==> src/rtl/ok_register_bank.sv <==
// Register bank on the Register Bridge endpoint bus: control registers with write strobes,
// a live status word, a write-1-to-clear sticky event register with mask, and an ID word.
module ok_register_bank #(
    parameter logic [31:0] BASE_ADDR = 32'h0000_0000,
    parameter int          NUM_CTRL  = 8,
    parameter logic [31:0] ID_VALUE  = 32'h0B1D_0001
) (
    input  logic                     okClk,
    input  logic                     reset,
    input  logic [31:0]              ep_address,
    input  logic                     ep_write,
    input  logic [31:0]              ep_dataout,
    input  logic                     ep_read,
    output logic [31:0]              ep_datain,
    output logic [32*NUM_CTRL-1:0]   ctrl_regs,
    output logic [NUM_CTRL-1:0]      ctrl_wr_stb,
    input  logic [31:0]              status_in,
    input  logic [31:0]              event_in,
    output logic                     irq
);

    localparam logic [5:0] OFF_STATUS = 6'h20;
    localparam logic [5:0] OFF_STICKY = 6'h21;
    localparam logic [5:0] OFF_MASK   = 6'h22;
    localparam logic [5:0] OFF_ID     = 6'h23;

    logic [31:0]         ctrl_q [NUM_CTRL];
    logic [31:0]         sticky_q;
    logic [31:0]         mask_q;
    logic                hit;
    logic                wr_hit;
    logic [5:0]          off;
    logic [NUM_CTRL-1:0] stb_next;
    logic [31:0]         clr;
    logic [31:0]         sticky_next;
    logic [31:0]         mask_next;
    logic [31:0]         rd_data;

    assign hit    = (ep_address[31:6] == BASE_ADDR[31:6]);
    assign off    = ep_address[5:0];
    assign wr_hit = ep_write && hit;

    for (genvar g = 0; g < NUM_CTRL; g++) begin : g_flat
        assign ctrl_regs[32*g +: 32] = ctrl_q[g];
    end

    always_comb begin
        stb_next = '0;
        for (int k = 0; k < NUM_CTRL; k++) begin
            if (wr_hit && off == 6'(k)) begin
                stb_next[k] = 1'b1;
            end
        end
    end

    // Set wins over clear: event_in is OR-ed in after the write-1-to-clear mask.
    assign clr         = (wr_hit && off == OFF_STICKY) ? ep_dataout : 32'h0;
    assign sticky_next = (sticky_q & ~clr) | event_in;
    assign mask_next   = (wr_hit && off == OFF_MASK) ? ep_dataout : mask_q;

    // Read mux returns pre-edge values; misses and unmapped offsets give 0 for OR-combining.
    always_comb begin
        rd_data = 32'h0;
        if (hit) begin
            for (int k = 0; k < NUM_CTRL; k++) begin
                if (off == 6'(k)) begin
                    rd_data = ctrl_q[k];
                end
            end
            case (off)
                OFF_STATUS: rd_data = status_in;
                OFF_STICKY: rd_data = sticky_q;
                OFF_MASK:   rd_data = mask_q;
                OFF_ID:     rd_data = ID_VALUE;
                default:    ;
            endcase
        end
    end

    always_ff @(posedge okClk) begin
        if (reset) begin
            for (int k = 0; k < NUM_CTRL; k++) begin
                ctrl_q[k] <= 32'h0;
            end
            ctrl_wr_stb <= '0;
            sticky_q    <= 32'h0;
            mask_q      <= 32'h0;
            ep_datain   <= 32'h0;
            irq         <= 1'b0;
        end else begin
            for (int k = 0; k < NUM_CTRL; k++) begin
                if (stb_next[k]) begin
                    ctrl_q[k] <= ep_dataout;
                end
            end
            ctrl_wr_stb <= stb_next;
            sticky_q    <= sticky_next;
            mask_q      <= mask_next;
            irq         <= |(sticky_next & mask_next);
            if (ep_read) begin
                ep_datain <= rd_data;
            end
        end
    end

endmodule

==> config.mk <==
export PLATFORM = sky130hd
export DESIGN_NAME = ok_register_bank
export DESIGN_NICKNAME = d
export VERILOG_FILES = /design/src/rtl/ok_register_bank.sv
export SDC_FILE = /design/constraint.sdc
export NUM_CORES = 1
export LEC_CHECK = 0
export ABC_AREA = 1
export CAP_MARGIN = 0
export CELL_PAD_IN_SITES_DETAIL_PLACEMENT = 1
export CELL_PAD_IN_SITES_GLOBAL_PLACEMENT = 1
export CORE_ASPECT_RATIO = 1.5
export CORE_UTILIZATION = 35
export CTS_CLUSTER_SIZE = 20
export DETAILED_ROUTE_END_ITERATION = 7
export PLACE_DENSITY = 0.76
export SETUP_SLACK_MARGIN = 0.02
export SLEW_MARGIN = 25
export SYNTH_ARGS = -nofsm -noshare
export SYNTH_HDL_FRONTEND = slang
export SYNTH_SLANG_ARGS = --single-unit
==> constraint.sdc <==
create_clock -name okClk -period 6.3 [get_ports okClk]
set_clock_uncertainty 0.1 [all_clocks]
set_input_delay 1.26 -clock okClk [delete_from_list [all_inputs] [get_ports okClk]]
set_output_delay 1.26 -clock okClk [all_outputs]
set_load 0.05 [all_outputs]
# Word level (Yosys, flattened, before mapping)
# Memory sizes are Yosys's and may differ from the RTL's.
# Index checks and enable logic that the tools add are counted.
# totals
reg_bits	105
latchBits	0
mem_bits_rw	256
rom_bits	0
inputBits	132
word_cells	97
memories	1
# mem_list
name	depth	width	rd	rd_ports_with_merged_regs	wr	line	text
ctrl_q	8	32	8	0	8	27	logic [31:0] ctrl_q [NUM_CTRL];
# classes
add_sub_neg	0
multipliers	0
div_mod_pow	0
magnitude_cmp	0
eq_ne	11
shift	0
n_mux	54
bitwise	12
reduce_logical	14
# ops
cell	n
2-to-1 mux 32 bit	19
case mux 32 bit (4 select lines)	1
AND 32 bit	2
2-to-1 mux 1 bit	34
NOT 32 bit	1
bitwise OR 32 bit	1
OR reduction 32 bit	1
logical NOT 26 bit	1
equality test 6 x 3 -> 1 bit, second input constant	4
equality test 6 bit, second input constant	4
equality test 6 x 2 -> 1 bit, second input constant	2
logical AND 1 bit	11
bitwise OR 1 bit	8
equality test 6 x 1 -> 1 bit, second input constant	1
logical NOT 6 bit	1

# Longest topological paths before layout
# depth
ltp_word	11
mapped_depth	16
depth_no_buf	16

# Least setup slack after synthesis
# OpenSTA, ideal clock, no wires.
# synth_path
path_kind	input port to flip-flop
startpoint	input port ep_address[8]
endpoint	memory ctrl_q[7][4], in the netlist ctrl_q[1][100], enable pin
setup_time_ns	0.466
arrival_ns	4.272
required_ns	5.734
setup_slack_ns	1.463
cell_stages	6
path_buffers	0
cell_sequence	or2_1 -> nor2_1 -> nand2_2 -> nor2_8 -> nand2_2 -> o21ai_0
# synth_rtl
element	line	text
from (decl)	10	input logic [31:0] ep_address,
to (decl)	27	

==> impl_metrics.py <==
metrics = {
    "timing": {
        "slew_violations": 0,
        "relSlewSlack": 0.4080,
        "finalSetupViolCount": 0,
        "worst_pin_slew_ns": 0.8870,
        "rsz0062_at_grt": "no",
        "max_freq_ghz": 0.2300,
        "hold_viol": 0,
        "post-route-period-util": 0.6901,
        "fin_setup_tns_ns": 0,
        "fin_crit_ns": 4.348,
    },
    "logic_synthesis": {
        "ys.flop_type": "edfxtp_1",
        "synth_fp_nets": 1875,
        "ys_types": 37,
        "synth_top_cell_by_area": "edfxtp_1",
        "synth_seq_cells": 361,
        "async_flop_share": 0,
        "synth_area_leaders": "edfxtp_1 (49%), dfxtp_1 (13%), nand2_1 (11%), nor2_1 (7.0%), a21oi_1 (4.0%)",
        "yosysSeqAreaShare": 0.6196,
        "synthCells": 1743,
        "synth_area_um2": 15800,
        "synth_top_area_frac": 0.4865,
        "yosys_warnings": 0,
        "avgSynthCellArea_um2": 9.065,
        "synth_edf_count": 256,
    },
    "detailed_routing": {
        "viasPerCell": 5.289,
        "drt-total-wl_mm": 65.26,
        "vias": 14570,
        "drt-initial-drc-count": 1049,
        "wl_per_cell_um": 23.70,
        "final_antenna_net_count": 0,
        "route.detailed.drc": 0,
        "firstDrtPassIters": 5,
    },
    "finish": {
        "stdcell_area_um2": 21930,
        "postLayoutCoreUtil": 0.4908,
        "syn_to_final_growth_pct": 38.83,
        "layout_commonest_cell": "nand2_1",
        "final_layout_size_suffix_gt1_frac": 0.04977,
        "layout_common_cells": "nand2_1 (459), clkdlybuf4s50_1 (427), nor2_1 (294), edfxtp_1 (256), inv_1 (157)",
        "fillerInstances": 5154,
        "finalNetCount": 2278,
        "finalNonFillerCells": 2754,
    },
    "clocking": {
        "cts_hold_buf": 0,
        "clk_pin_slew_worst_paths_ns": 0.06,
        "htreeDepth": 2,
        "cts-resized-gates": 0,
        "cts.path.max_buffers": 3,
        "cts_tree": "done",
        "cts_sinks": 361,
        "cts_setup_buffers": 0,
        "clk_latency_ns": 0.53,
        "cts_root_buf": "clkbuf_16",
        "cts_buffers": 37,
    },
    "placement": {
        "gp_congestion": 0.8872,
        "hpwl_mm": 49.21,
        "port_buffers": 428,
        "placed_area_um2": 20700,
        "numPlacedInstances": 2688,
    },
    "pwr": {
        "p_comb_frac": 0.147,
        "power.leakage_nw": 8.145,
        "clkPwrFrac": 0.385,
        "peakVddDrop_mv": 0.1667,
        "p_switching_mw": 1.611,
        "cell_internal_pwr_mw": 4.268,
        "total_power_mw": 5.879,
        "powerDensity_nw_per_um2": 268.0,
        "power.share.sequential": 0.467,
        "sw_frac_of_total": 0.2740,
    },
    "die": {
        "fp.dieW_um": 175.5,
        "die_area_um2": 46010,
        "coreArea_um2": 44690,
        "start_util": 0.3535,
        "rows": 95,
        "io_pins": 429,
        "die_h_um": 262.2,
    },
    "critical_path": {
        "criticalPathCategory": "input pin to register",
        "end_kind": "register",
        "cp.arrival_ns": 4.40,
        "crit_required_ns": 6.36,
        "critPathMaxFanout": 34,
        "start_kind": "input pin",
    },
    "global_route": {
        "grt_pass1_wl_mm": 96.48,
        "grt_max_degree": 67,
        "grt.overflow.total": 0,
        "grt_usage": 0.2821,
        "grt_pass1_vias": 15250,
        "antenna_found_initial": 2,
    },
    "flow_run": {
        "drv_cap": 0,
    },
    "outcome": {
        "status": "complete, no violations",
    },
    "min_path": {
        "hold_path_class": "register to register",
    },
}
==> worst max-delay path, cell delays in order <==
cell and delay [ns]:
clkdlybuf4s50_1 0.55, nor2_1 0.40, inv_1 0.20, nor3_4 0.19
buf_4 0.42, inv_1 0.31, nor2_1 0.19, inv_2 0.29
nand2_1 0.14, buf_4 0.43
==> path summary, 6_finish.rpt <==
check,endpoint,depth (start not counted),from,slack [ns]
max reg2reg,ep_datain[19]$_SDFFE_PP0P_,8,ctrl_q[0][19]$_SDFFCE_PN0P_,4.56
max,ctrl_q[1][30]$_SDFFCE_PN0P_,10,ep_address[1],1.95
min reg2reg,ep_datain[15]$_SDFFE_PP0P_,2,ep_datain[15]$_SDFFE_PP0P_,0.37
min,ep_datain[15]$_SDFFE_PP0P_,2,ep_datain[15]$_SDFFE_PP0P_,0.37
==> flip-flops by register name, summed over array words and instances (netlist names) <==
signal       flops
mask_q          32
ep_datain       32
irq              1
ctrl_q         256
ctrl_wr_stb      8
sticky_q        32
==> cell type report <==
| type | instances | area (um^2) | area share |
|---|---|---|---|
| antenna | 2 | 5.005 | 0.0002282 |
| clock inverter | 19 | 244.0 | 0.01112 |
| clock buffer | 44 | 972.2 | 0.04432 |
| tap | 582 | 728.2 | 0.03320 |
| inverter | 163 | 613.1 | 0.02795 |
| timing repair buffer | 458 | 4574 | 0.2085 |
| sequential | 361 | 9789 | 0.4463 |
| multi-input combinational | 1125 | 5009 | 0.2283 |
==> power by group through the flow <==
stage | registers [mW] | logic, mW | clock network, mW
6_report | 2.75 | 0.864 | 2.27
5_1_grt | 2.76 | 0.895 | 2.37
4_1_cts | 2.75 | 0.867 | 2.30
3_5_place_dp | 2.80 | 0.865 | 0
3_3_place_gp | 2.80 | 0.849 | 0
2_1_floorplan | 3.11 | 0.132 | 0
==> layer usage <==
layer | wire [um] | GRT usage | up-vias
met3 | 3628 | 0.03145 | 187
met5 | 0 | 0 | -
met2 | 32500 | 0.4822 | 656
li1 | - | - | 6566
met1 | 24700 | 0.3322 | 7158
met4 | 4430 | 0.1866 | 0
==> logic make-up after synthesis <==
kind of cell           count (synthesis)  share of synthesized area
and+or+nand+nor                      888                     0.2312
DFF                                  361                     0.6196
AOI/OAI and AO/OA                    237                    0.08212
buffers and inverters                257                    0.06707
==> synth_stat cells, types with 15 or more instances <==
master	number
a21oi_1	127
a22oi_1	23
a31oi_1	20
buf_2	27
clkbuf_1	55
dfxtp_1	105
edfxtp_1	256
inv_1	157
nand2_1	460
nand3_1	44
nand4_1	67
nor2_1	295
o21ai_0	15
o21ai_1	43
==> metrics by stage <==
step | worst slack, ns | hold slack [ns]
detailed placement | 1.474 | 0.3589
global placement | 1.552 | 0.3528
CTS | 2.011 | 0.3681
finish | 1.952 | 0.3653
global route | 1.826 | 0.3927
floorplan | 1.463 | 0.3606
Power figures use the tool's default switching activity.
